[src/rtl/fft_control_fsm.sv]
// Top-level sequencer for the 512-point radix-2 FFT: load into bank 0, run 9 ping-pong
// butterfly levels, then stream the result out of bank 1 with a one-cycle RAM read latency.
module fft_control_fsm #(
    parameter int BFLY_LAT = 2
) (
    input  logic       clk,
    input  logic       reset,
    input  logic       start,
    input  logic       in_valid,
    output logic       in_ready,
    output logic       out_valid,
    input  logic       out_ready,
    output logic       load,
    output logic       processing,
    output logic       done,
    output logic [8:0] fft_level,
    output logic [8:0] butterfly_iter,
    output logic [8:0] load_address,
    output logic [8:0] out_address,
    output logic       we_0,
    output logic       we_1,
    output logic       rd_sel
);

    localparam int PH_W = (BFLY_LAT > 2) ? $clog2(BFLY_LAT) : 1;
    localparam logic [PH_W-1:0] PH_LAST = PH_W'(BFLY_LAT - 1);
    localparam logic [8:0] LAST_IDX   = 9'd511;
    localparam logic [8:0] LAST_ITER  = 9'd255;
    localparam logic [8:0] LAST_LEVEL = 9'd8;

    typedef enum logic [1:0] {
        IDLE = 2'd0,
        LOAD = 2'd1,
        PROC = 2'd2,
        OUT  = 2'd3
    } state_t;

    state_t          state;
    logic [PH_W-1:0] phase;
    logic            last_phase;

    assign last_phase = (phase == PH_LAST);

    always_ff @(posedge clk) begin
        if (reset) begin
            state          <= IDLE;
            phase          <= '0;
            fft_level      <= '0;
            butterfly_iter <= '0;
            load_address   <= '0;
            out_address    <= '0;
            out_valid      <= 1'b0;
        end else begin
            case (state)
                IDLE: begin
                    phase          <= '0;
                    fft_level      <= '0;
                    butterfly_iter <= '0;
                    load_address   <= '0;
                    out_address    <= '0;
                    out_valid      <= 1'b0;
                    if (start) begin
                        state <= LOAD;
                    end
                end

                LOAD: begin
                    if (in_valid) begin
                        if (load_address == LAST_IDX) begin
                            load_address <= '0;
                            phase        <= '0;
                            state        <= PROC;
                        end else begin
                            load_address <= load_address + 9'd1;
                        end
                    end
                end

                PROC: begin
                    // Counters advance on the edge closing the write cycle, so the
                    // write reuses the addresses the reads were issued with.
                    if (last_phase) begin
                        phase <= '0;
                        if (butterfly_iter == LAST_ITER) begin
                            butterfly_iter <= '0;
                            if (fft_level == LAST_LEVEL) begin
                                fft_level   <= '0;
                                out_address <= '0;
                                out_valid   <= 1'b0;
                                state       <= OUT;
                            end else begin
                                fft_level <= fft_level + 9'd1;
                            end
                        end else begin
                            butterfly_iter <= butterfly_iter + 9'd1;
                        end
                    end else begin
                        phase <= phase + 1'b1;
                    end
                end

                OUT: begin
                    // out_valid rises one cycle after each address change (RAM latency).
                    if (out_valid) begin
                        if (out_ready) begin
                            out_valid <= 1'b0;
                            if (out_address == LAST_IDX) begin
                                out_address <= '0;
                                state       <= IDLE;
                            end else begin
                                out_address <= out_address + 9'd1;
                            end
                        end
                    end else begin
                        out_valid <= 1'b1;
                    end
                end

                default: begin
                    state <= IDLE;
                end
            endcase
        end
    end

    assign load       = (state == LOAD);
    assign processing = (state == PROC);
    assign done       = (state == OUT);

    always_comb begin
        in_ready = 1'b0;
        we_0     = 1'b0;
        we_1     = 1'b0;
        rd_sel   = 1'b0;
        case (state)
            LOAD: begin
                in_ready = 1'b1;
                we_0     = in_valid;
            end
            PROC: begin
                // Even levels read bank 0 and write bank 1; odd levels the reverse.
                rd_sel = fft_level[0];
                if (last_phase) begin
                    we_0 = fft_level[0];
                    we_1 = ~fft_level[0];
                end
            end
            OUT: begin
                rd_sel = 1'b1;
            end
            default: begin
                in_ready = 1'b0;
            end
        endcase
    end

endmodule

[config.mk]
export PLATFORM = sky130hd
export DESIGN_NAME = fft_control_fsm
export DESIGN_NICKNAME = d
export VERILOG_FILES = /design/src/rtl/fft_control_fsm.sv
export SDC_FILE = /design/constraint.sdc
export NUM_CORES = 1
export LEC_CHECK = 0
export BUFFER_PORTS_ARGS = -buffer_cell sky130_fd_sc_hd__buf_2
export CAP_MARGIN = 20
export CORE_UTILIZATION = 50
export CTS_BUF_LIST = sky130_fd_sc_hd__clkbuf_2 sky130_fd_sc_hd__clkbuf_4 sky130_fd_sc_hd__clkbuf_8
export CTS_CLUSTER_SIZE = 30
export DETAILED_ROUTE_END_ITERATION = 6
export PLACE_DENSITY = 0.75
export SYNTH_ARGS = -nofsm -noshare
export SYNTH_HDL_FRONTEND = slang
export SYNTH_SLANG_ARGS = --single-unit
[constraint.sdc]
create_clock -name clk -period 7.9 [get_ports clk]
set_clock_uncertainty 0.15 [all_clocks]
set_input_delay 0.79 -clock clk [delete_from_list [all_inputs] [get_ports clk]]
set_output_delay 0.79 -clock clk [all_outputs]
set_load 0.02 [all_outputs]
==> flow_metrics.tcl <==
set metrics [dict create \
    setup_viol 0 \
    arrival_ps 2790 \
    antenna_left 0 \
    finalWorstSetupSlack_ps 5165 \
    drive_above_1_share 0.2075 \
    stdcell_count 344 \
    vias 1915 \
    start_util 0.5214 \
    preCtsSetupSlack_ps 5192 \
    gr-total-overflow 0 \
    ys_ff_latch 40 \
    grt_pass1_wl_um 7100 \
    die_area_um2 4465 \
    grt_setup_unrepaired "false" \
    die_h_um 66.82 \
    crit_slowest_cell "or4_1" \
    fill_cells 386 \
    dp_cells 336 \
    period_minus_slack_ps 2735 \
    numCtsBuffers 5 \
    grt_pass1_vias 1577 \
    layout_common_cells "buf_2, dfxtp_1, nor2_1" \
    maxCapViolCount 0 \
    path_max_fanout 9 \
    worstPathCellList "ha_1 -> and3_1 -> and3_1 -> and3_1 -> ha_1 -> nand2b_1 -> or4_1 -> o31ai_1" \
    final_common_cell "buf_2" \
    post-cts-setup-buffers 0 \
    clkSlewWorstSetupHoldPaths_ps 70 \
    drc 0 \
    antenna_found_initial 0 \
    die_x_um 66.82 \
    placementRows 23 \
    cts.sinks 40 \
    drt_iter0_markers 144 \
    use_met1 0.2944 \
    synth_cells 250 \
    finalSetupTns_ps 0 \
    slowest_delay_ps 660 \
    nets 310 \
    tightest_slew_ps 595.2 \
    rr_worst_depth 8 \
    crit_path_start_kind "flop" \
    io_pins 49 \
    clock.fmax_ghz 0.3656 \
    endpoint_kind "flop" \
    leakage_nw 1.064 \
    yosysUniqueCellTypes 43 \
    drt_wl_total_um 4504 \
    portBuffers 48 \
    wl_per_cell_um 13.09 \
    drv_slew 0 \
    finalHoldViolations 0 \
    critPathKind "reg2reg" \
    ir_worst_vdd_mv 0.1736 \
    grtUsageTotal 0.2083 \
    holdPathStages 2 \
    grtUsageMet3 0.05137 \
    globalplace.congestion 0.7876 \
    status "completed" \
    core_area_um2 4029 \
    insertion_delay_ps 290 \
    n_antenna_cell 0 \
    critical_path_required_ps 7950 \
    yosys_warnings 0 \
    clockBufferDepth 2 \
    slew_headroom 0.5978 \
    gr-usage-met2 0.3119 \
    cts.repair.resized 0 \
    syn_to_final_growth_pct 16.08 \
    period_share 0.3462 \
    cts_htree_levels 2 \
    synth.avg_cell_area_um2 8.403 \
    via_per_inst 5.567 \
    hold_class "reg2reg" \
    ctsHoldBuffers 0 \
    drt_pass1_iterations 4 \
    cp_common_cell "and3_1" \
    yosysSeqAreaShare 0.3812 \
    synth_area_um2 2101 \
    cts-root-buf "clkbuf_8" \
    syn_nets 267 \
    place_hpwl_um 3168 \
    grt_max_degree 18 \
    cts_tree "built" \
    gr-max-usage-layer "met2" \
    power_density_nw_per_um2 251.9 \
]
layer usage:
| layer | up-vias | wire, um |
|---|---|---|
| li1 | 982 | - |
| met1 | 877 | 2274 |
| met2 | 51 | 1940 |
| met3 | 5 | 241 |
| met4 | 0 | 47 |
| met5 | - | 0 |
worst paths after layout:
path | start | to | slack [ps]
setup / recovery | out_address[0]$_SDFFE_PP0P_ | out_address[7]$_SDFFE_PP0P_ | 5160
hold / removal | butterfly_iter[8]$_SDFFE_PP0P_ | butterfly_iter[8]$_SDFFE_PP0P_ | 330
setup reg to reg | out_address[0]$_SDFFE_PP0P_ | out_address[7]$_SDFFE_PP0P_ | 5160
hold reg to reg | butterfly_iter[8]$_SDFFE_PP0P_ | butterfly_iter[8]$_SDFFE_PP0P_ | 330
power breakdown:
group	leakage, nW	internal (mW)	switching (mW)
clock	0.0510	0.0697	0.0702
sequential	0.323	0.214	0.0143
combinational	0.690	0.0808	0.166
total	1.06	0.364	0.250
logic make-up (layout without fill, tap and decap cells):
kind of cell | Yosys count | count (layout) | share of synthesized area
AO/OA/AOI/OAI | 57 | 57 | 0.1817
XOR/XNOR | 14 | 14 | 0.05837
adder cells (fa/ha/maj) | 12 | 12 | 0.07147
buffers and inverters | 19 | 63 | 0.03990
flip-flops | 40 | 40 | 0.3812
multiplexers | 3 | 3 | 0.01429
AND/OR/NAND/NOR | 105 | 105 | 0.2531
layout make-up:
class,count,area [um^2],share of cell area
multi-input combinational,191,1216,0.4987
sequential,40,800.8,0.3284
timing repair buffer,48,240.2,0.09851
clock buffer,6,82.58,0.03386
tap,50,62.56,0.02565
inverter,7,26.28,0.01077
clock inverter,2,10.01,0.004105
Yosys cell counts:
cell / number / area, um^2
a311oi_1: 3 / 26.28
nand2_2: 1 / 6.260
buf_6: 1 / 11.26
a21boi_0: 1 / 7.510
or4b_2: 1 / 10.01
a31oi_2: 1 / 12.51
and2_1: 2 / 12.51
a21oi_1: 13 / 65.06
nand3b_1: 1 / 7.510
o21ai_0: 13 / 65.06
a211oi_1: 1 / 7.510
clkbuf_1: 9 / 33.78
xor2_1: 7 / 61.31
nand2_1: 22 / 82.58
xnor2_1: 7 / 61.31
nand3_1: 8 / 40.04
nor2b_1: 6 / 37.54
dfxtp_1: 40 / 800.8
and2_0: 1 / 6.260
ha_1: 12 / 150.1
nor2_1: 32 / 120.1
and3_1: 5 / 31.28
a32oi_1: 3 / 26.28
nor4_2: 1 / 12.51
inv_1: 7 / 26.28
a21o_1: 5 / 37.54
nor3_1: 5 / 25.02
o21a_1: 1 / 7.510
o31ai_1: 4 / 30.03
a311o_1: 1 / 10.01
nor4bb_1: 1 / 10.01
and4b_2: 1 / 11.26
or4_1: 1 / 7.510
mux2i_1: 3 / 30.03
nand2b_1: 5 / 31.28
and4_1: 1 / 8.760
buf_4: 1 / 7.510
clkbuf_2: 1 / 5.000
o311ai_0: 7 / 61.31
nand4_1: 6 / 37.54
a31oi_1: 4 / 25.02
or3_1: 4 / 25.02
nand4b_1: 1 / 8.760
worst max-delay path, delay by kind of cell (launching register included):
kind                       cells  cell delay (ps)
adders and majority gates      2              410
and+or+nand+nor                5             1510
DFF                            1              350
AOI/OAI and AO/OA              1              240
flip-flops by register name, summed over array words and instances (netlist names):
| register | flops |
|---|---|
| butterfly_iter | 9 |
| fft_level | 9 |
| last_phase | 1 |
| load_address | 9 |
| out_address | 9 |
| out_valid | 1 |
| state | 2 |
per-stage QoR:
| step | power (mW) | hold WS (ps) | instance area (um^2) | util |
|---|---|---|---|---|
| 2_1_floorplan | 0.4236 | 339.2 | 2101 | - |
| 3_3_place_gp | 0.4719 | 307.2 | 2346 | 0.5823 |
| 3_5_place_dp | 0.4743 | 314.8 | 2346 | 0.5823 |
| 4_1_cts | 0.6176 | 326.1 | 2439 | 0.6053 |
| 5_1_grt | 0.6556 | 337.2 | 2439 | 0.6053 |
| 6_report | 0.6142 | 327.1 | 2439 | 0.6053 |
Note: power is estimated with default switching activity, not from simulation.
